$ cat src/rtl/gshare_predictor_pkg.sv
`default_nettype none
// +----------------------------------------------------------------------------+
// | Module   : gshare_predictor_pkg                                            |
// | Brief    : Shared default geometry for the gshare direction/target predictor|
// | Revision : 1.0                                                             |
// +----------------------------------------------------------------------------+
package gshare_predictor_pkg;

  localparam int BP_DAT_W     = 32;
  localparam int BP_IDX_W     = 6;
  localparam int BP_CNT_W     = 2;
  localparam int BP_HIST_W    = 6;
  localparam int BP_BTB_IDX_W = 4;
  localparam int BP_TAG_W     = 8;
  localparam int BP_MODE      = 1;

endpackage
`default_nettype wire

$ cat src/rtl/bp_btb.sv
`default_nettype none
// +----------------------------------------------------------------------------+
// | Module   : bp_btb                                                          |
// | Brief    : Direct-mapped tagged BTB with lookup, write and clear ports     |
// | Revision : 1.0                                                             |
// +----------------------------------------------------------------------------+
module bp_btb
  import gshare_predictor_pkg::*;
#(
  parameter int BTB_IDX_W = BP_BTB_IDX_W,
  parameter int TAG_W     = BP_TAG_W,
  parameter int DAT_W     = BP_DAT_W
) (
  input  logic                 clk,
  input  logic [DAT_W-1:0]     i_lk_pc,
  output logic                 o_hit,
  output logic [DAT_W-1:0]     o_tgt,
  input  logic                 i_wr_en,
  input  logic [DAT_W-1:0]     i_wr_pc,
  input  logic [DAT_W-1:0]     i_wr_tgt,
  input  logic                 i_clr_en,
  input  logic [BTB_IDX_W-1:0] i_clr_idx
);

  localparam int c_depth = 2**BTB_IDX_W;

  logic                 r_vld [c_depth];
  logic [TAG_W-1:0]     r_tag [c_depth];
  logic [DAT_W-1:0]     r_tgt [c_depth];

  logic [BTB_IDX_W-1:0] w_lk_idx;
  logic [TAG_W-1:0]     w_lk_tag;
  logic [BTB_IDX_W-1:0] w_wr_idx;
  logic [TAG_W-1:0]     w_wr_tag;
  logic                 w_unused;

  assign w_lk_idx = i_lk_pc[BTB_IDX_W+1:2];
  assign w_lk_tag = i_lk_pc[BTB_IDX_W+TAG_W+1:BTB_IDX_W+2];
  assign w_wr_idx = i_wr_pc[BTB_IDX_W+1:2];
  assign w_wr_tag = i_wr_pc[BTB_IDX_W+TAG_W+1:BTB_IDX_W+2];
  assign w_unused = ^{i_lk_pc, i_wr_pc};

  assign o_hit = r_vld[w_lk_idx] && (r_tag[w_lk_idx] == w_lk_tag);
  assign o_tgt = r_tgt[w_lk_idx];

  // Arrays carry no reset; validity is cleared entry by entry from the init sweep.
  always_ff @(posedge clk) begin
    if (i_clr_en) begin
      r_vld[i_clr_idx] <= 1'b0;
    end else if (i_wr_en) begin
      r_vld[w_wr_idx] <= 1'b1;
      r_tag[w_wr_idx] <= w_wr_tag;
      r_tgt[w_wr_idx] <= i_wr_tgt;
    end
  end

endmodule
`default_nettype wire

$ cat src/rtl/gshare_predictor.sv
`default_nettype none
// +----------------------------------------------------------------------------+
// | Module   : gshare_predictor                                                |
// | Brief    : Gshare/bimodal PHT with speculative GHR, repair and tagged BTB  |
// | Revision : 1.0                                                             |
// +----------------------------------------------------------------------------+
module gshare_predictor
  import gshare_predictor_pkg::*;
#(
  parameter int IDX_W     = BP_IDX_W,
  parameter int CNT_W     = BP_CNT_W,
  parameter int HIST_W    = BP_HIST_W,
  parameter int BTB_IDX_W = BP_BTB_IDX_W,
  parameter int TAG_W     = BP_TAG_W,
  parameter int MODE      = BP_MODE,
  parameter int DAT_W     = BP_DAT_W
) (
  input  logic              clk,
  input  logic              rst,
  input  logic              en,
  output logic              if_rdy_o,
  input  logic              if_req_i,
  input  logic [DAT_W-1:0]  if_pc_i,
  output logic              if_br_o,
  output logic              if_hit_o,
  output logic [DAT_W-1:0]  if_tgt_o,
  output logic [HIST_W-1:0] if_ghr_o,
  input  logic              if_en_i,
  input  logic              if_abr_i,
  input  logic [DAT_W-1:0]  if_tpc_i,
  input  logic [DAT_W-1:0]  if_ttgt_i,
  input  logic [HIST_W-1:0] if_tghr_i,
  input  logic              if_mis_i
);

  localparam int               c_depth     = 2**IDX_W;
  localparam logic [0:0]       c_st_init   = 1'b0;
  localparam logic [0:0]       c_st_run    = 1'b1;
  localparam logic [CNT_W-1:0] c_weak_tkn  = {1'b1, {(CNT_W-1){1'b0}}};
  localparam logic [CNT_W-1:0] c_cnt_max   = {CNT_W{1'b1}};
  localparam logic [IDX_W-1:0] c_ptr_last  = {IDX_W{1'b1}};

  generate
    if (HIST_W > IDX_W) begin : g_chk_hist
      $error("gshare_predictor: HIST_W must not exceed IDX_W");
    end
    if (BTB_IDX_W > IDX_W) begin : g_chk_btb
      $error("gshare_predictor: BTB_IDX_W must not exceed IDX_W");
    end
  endgenerate

  logic [0:0]        r_state;
  logic [IDX_W-1:0]  r_ptr;
  logic [HIST_W-1:0] r_ghr;
  logic              r_rdy;
  logic [CNT_W-1:0]  r_pht [c_depth];

  logic              w_run;
  logic [IDX_W-1:0]  w_idx;
  logic [IDX_W-1:0]  w_uidx;
  logic [CNT_W-1:0]  w_ctr_old;
  logic [CNT_W-1:0]  w_ctr_new;
  logic              w_btb_hit;
  logic [DAT_W-1:0]  w_btb_tgt;
  logic              w_clr_range;
  logic              w_clr_en;
  logic              w_btb_wr;

  assign w_run  = (r_state == c_st_run);
  assign w_idx  = if_pc_i[IDX_W+1:2]  ^ ((MODE != 0) ? IDX_W'(r_ghr)     : '0);
  assign w_uidx = if_tpc_i[IDX_W+1:2] ^ ((MODE != 0) ? IDX_W'(if_tghr_i) : '0);

  assign w_ctr_old = r_pht[w_uidx];

  always_comb begin
    w_ctr_new = w_ctr_old;
    if (if_abr_i) begin
      if (w_ctr_old != c_cnt_max) w_ctr_new = w_ctr_old + CNT_W'(1);
    end else begin
      if (w_ctr_old != '0) w_ctr_new = w_ctr_old - CNT_W'(1);
    end
  end

  // The sweep pointer spans the PHT; only its low part addresses the BTB.
  generate
    if (BTB_IDX_W == IDX_W) begin : g_clr_all
      assign w_clr_range = 1'b1;
    end else begin : g_clr_low
      assign w_clr_range = ~|r_ptr[IDX_W-1:BTB_IDX_W];
    end
  endgenerate

  assign w_clr_en = en && !w_run && w_clr_range;
  assign w_btb_wr = en && w_run && if_en_i && if_abr_i;

  bp_btb #(
    .BTB_IDX_W (BTB_IDX_W),
    .TAG_W     (TAG_W),
    .DAT_W     (DAT_W)
  ) u_btb (
    .clk       (clk),
    .i_lk_pc   (if_pc_i),
    .o_hit     (w_btb_hit),
    .o_tgt     (w_btb_tgt),
    .i_wr_en   (w_btb_wr),
    .i_wr_pc   (if_tpc_i),
    .i_wr_tgt  (if_ttgt_i),
    .i_clr_en  (w_clr_en),
    .i_clr_idx (r_ptr[BTB_IDX_W-1:0])
  );

  assign if_rdy_o = r_rdy;
  assign if_br_o  = r_rdy && r_pht[w_idx][CNT_W-1];
  assign if_hit_o = r_rdy && w_btb_hit;
  assign if_tgt_o = r_rdy ? w_btb_tgt : '0;
  assign if_ghr_o = r_ghr;

  always_ff @(posedge clk) begin
    if (en) begin
      if (!w_run) begin
        r_pht[r_ptr] <= c_weak_tkn;
      end else if (if_en_i) begin
        r_pht[w_uidx] <= w_ctr_new;
      end
    end
  end

  always_ff @(posedge clk or posedge rst) begin
    if (rst) begin
      r_state <= c_st_init;
      r_ptr   <= '0;
      r_ghr   <= '0;
      r_rdy   <= 1'b0;
    end else if (en) begin
      case (r_state)
        c_st_init: begin
          r_ptr <= r_ptr + IDX_W'(1);
          if (r_ptr == c_ptr_last) begin
            r_state <= c_st_run;
            r_rdy   <= 1'b1;
          end
        end
        default: begin
          // A resolved mispredict rebuilds history from its checkpoint and wins over speculation.
          if (if_en_i && if_mis_i) begin
            r_ghr <= {if_tghr_i[HIST_W-2:0], if_abr_i};
          end else if (if_req_i) begin
            r_ghr <= {r_ghr[HIST_W-2:0], if_br_o};
          end
        end
      endcase
    end
  end

endmodule
`default_nettype wire

$ cat config.mk
export PLATFORM = sky130hd
export DESIGN_NAME = gshare_predictor
export DESIGN_NICKNAME = d
export VERILOG_FILES = /design/src/rtl/gshare_predictor_pkg.sv /design/src/rtl/bp_btb.sv /design/src/rtl/gshare_predictor.sv
export SDC_FILE = /design/constraint.sdc
export NUM_CORES = 1
export LEC_CHECK = 0
export BUFFER_PORTS_ARGS = -buffer_cell sky130_fd_sc_hd__buf_2
export CAP_MARGIN = 20
export CORE_ASPECT_RATIO = 2
export CORE_MARGIN = 2
export CORE_UTILIZATION = 55
export DETAILED_ROUTE_END_ITERATION = 6
export HOLD_SLACK_MARGIN = 0.08
export PLACE_DENSITY = 0.75
export REMOVE_ABC_BUFFERS = 1
export SETUP_SLACK_MARGIN = 0.4
export SKIP_LAST_GASP = 1
export SYNTH_ARGS = -nofsm -noshare
export SYNTH_HDL_FRONTEND = slang
export SYNTH_HIERARCHICAL = 1
export SYNTH_SLANG_ARGS = --single-unit
$ cat constraint.sdc
create_clock -name clk -period 4.6 [get_ports clk]
set_input_delay 0.92 -clock clk [delete_from_list [all_inputs] [get_ports clk]]
set_output_delay 0.92 -clock clk [all_outputs]
set_load 0.01 [all_outputs]
==> results.json <==
{
  "path_max_fanout": 9,
  "firstDrtPassIters": 7,
  "nNetsFinal": 1762,
  "clock_latency_ns": 0.60,
  "start_util_pct": 55.3,
  "grt.total_usage_pct": 24.3,
  "synth-seq-cells": 798,
  "synth_cell_types": 53,
  "crit_required_ns": 3.68,
  "fmax_mhz": 243,
  "dp_hpwl_um": 41700,
  "power_mw": 15.0,
  "route.detailed.drc": 0,
  "numClockSinks": 798,
  "setup_viol": 0,
  "netlist_area_mm2": 0.0320,
  "drive_gt1_share_pct": 31.1,
  "outcome": "completed",
  "ys.warnings.count": 6,
  "yosysSeqAreaShare_pct": 74.7,
  "antenna_found_initial": 10,
  "synth_top_family_by_area": "multiplexers",
  "rsz0062_at_grt": "yes",
  "synth_compound_area_share_pct": 1.40,
  "grt_pass1_wl_um": 106000,
  "drt_iter0_markers": 1351,
  "area_growth_pct": 13.8,
  "grt.overflow.total": 0,
  "cp_slowest_cell": "mux4_2",
  "layout_commonest_cell": "edfxtp_1",
  "finalHoldViolCount": 0,
  "clk_pin_slew_ns": 0.07,
  "grt_pass1_vias": 16600,
  "critPathKind": "input port to output pin",
  "critical_path_buf_inv_count": 4,
  "wirelength_um": 72300,
  "h-tree-depth": 3,
  "period_share_pct": 89.5,
  "die-area_mm2": 0.0603,
  "min_period_ns": 4.12,
  "num_vias": 15600,
  "routedWlPerCell_um": 29.3,
  "ioPinCount": 150,
  "routabilityCongestion": 0.866,
  "finalMaxSlewViolations": 0,
  "avgViaCountPerCell": 6.33,
  "design.core.area_mm2": 0.0579,
  "worst_ep_arrival_time_ns": 3.20,
  "final_cell_mix": "edfxtp_1, mux4_2, buf_2",
  "synthSimpleGateAreaFrac_pct": 3.18,
  "finalClockSkew_ns": 0.0225,
  "ant_nets": 0,
  "rows": 125,
  "ir_drop_mv": 0.454,
  "hold_class": "input port to async pin",
  "async_reset_ff_share_pct": 1.75,
  "synthFlopType": "edfxtp_1",
  "cts_buffer_depth": 3,
  "grt_max_degree": 61,
  "synthMuxAreaShare_pct": 18.5,
  "synthCells": 1465,
  "start_kind": "input port",
  "fin_hold_ws_ns": 0.364,
  "synth_xor_area_share_pct": 1.11,
  "synthAdderAreaFrac_pct": 0.0391,
  "powerDensity_mw_per_mm2": 412,
  "fill_cells": 3874,
  "crit_path_max_incr_delay_ns": 0.54,
  "path_cells": "buf_16 > buf_12 > xor2_4 > buf_12 > mux4_2 > mux4_2 > nand3_1 > a21oi_1 > nand3b_1 > buf_2",
  "max_cap_viol_count": 0,
  "die_h_um": 345,
  "end_kind": "output pin",
  "cts-root-buf": "clkbuf_16",
  "syn_avg_cell_area_um2": 21.8,
  "io_buffers": 109,
  "max_slew_margin_pct": 23.8,
  "synth-edff-count": 784,
  "numCtsBuffers": 67,
  "cts_tree": "done",
  "fp.dieW_um": 175,
  "p_leak_nw": 11.9,
  "worst_pin_slew_ns": 1.14,
  "cp_top_family": "multiplexers"
}
==> registers in the layout, indices dropped and copies added, names as in the netlist <==
name         flops
u_btb/r_tgt    512
r_pht          128
u_btb/r_tag    128
r_ptr            6
if_ghr_o         6
if_rdy_o         1
u_btb/r_vld     16
r_state          1
==> Yosys cell counts, types with 9 or more instances <==
cell,number,share of area [%]
mux2i_1,22,0.69
mux4_1,25,2.1
buf_2,15,0.23
clkbuf_1,29,0.34
xor2_1,19,0.52
nand3_1,9,0.14
buf_1,10,0.12
nor2_1,108,1.3
edfxtp_1,784,74
o21ai_0,9,0.14
xnor2_1,13,0.36
and2_1,35,0.68
nand2_1,36,0.42
mux4_2,223,16
dfrtp_1,14,1.1
==> layer usage <==
metal  share of wire [%]  global-route usage, %  vias to the layer above  routed length, um
met4                 4.0                   10.3                       12               2900
met1                  34                   28.3                     8259              24600
li1                    -                      -                     6508                  -
met5                0.11                      0                        -                 80
met2                  56                   44.0                      655              40300
met3                 6.1                   4.55                      188               4420
==> power by group <==
group	total, mW	internal (mW)	switching [mW]
Clock	5.52	3.04	2.48
Combinational	1.33	0.534	0.799
Sequential	8.16	8.05	0.104
==> final timing paths <==
check	startpoint	to	slack (ns)	cells after the start
worst max-delay path	if_pc_i[2]	if_br_o	0.48	10
worst min-delay path	rst	if_ghr_o[5]$_DFFE_PP0P_	0.36	2
worst max register to register	r_state$_DFFE_PP0P_	u_btb/r_tgt[15][30]$_DFFE_PP_	1.41	7
worst min register to register	r_ptr[4]$_DFFE_PP0P_	r_ptr[4]$_DFFE_PP0P_	0.58	1
max in group asynchronous	rst	if_rdy_o$_DFFE_PP0P_	3.81	2
min in group clk	r_ptr[4]$_DFFE_PP0P_	r_ptr[4]$_DFFE_PP0P_	0.58	1
==> final cells by class <==
class,count,area [um2],share of cell area (%)
flip-flops and latches,798,23900,65.6
multi-input cells,595,7910,21.7
clock buffers,82,1810,4.96
repair buffers,183,1530,4.21
well taps,762,953,2.62
clock inverters,35,293,0.804
inverters,7,26.3,0.0721
diodes,5,12.5,0.0343
==> kinds of logic after synthesis <==
group           Yosys count
fa+ha+maj                 1
xor+xnor                 36
flops                   798
compound gates           65
mux                     271
simple gates            222
buf+inv                  72
==> per-stage QoR <==
step / std cells / TNS (ns) / utilization (%) / cell area [um2] / worst slack [ns]
5_1_grt: 2464 / 0 / 62.9 / 36400 / 0.370
3_3_place_gp: 2323 / 0 / 58.7 / 34000 / 0.269
2_1_floorplan: 1400 / -163.94 / - / 31700 / -0.745
6_report: 2467 / 0 / 63.0 / 36400 / 0.485
4_1_cts: 2441 / 0 / 62.5 / 36200 / 0.335
3_5_place_dp: 2323 / 0 / 58.7 / 34000 / 0.265
==> what timing repair did <==
action,4_1_cts,5_1_grt
gates resized for setup,8,8
buffers inserted,0,19
pin swaps,1,2
endpoints found under the setup margin,14,4
endpoints found under the hold margin,0,0
gates cloned,1,2
hold buffers,0,0
Power figures use the tool's default switching activity.
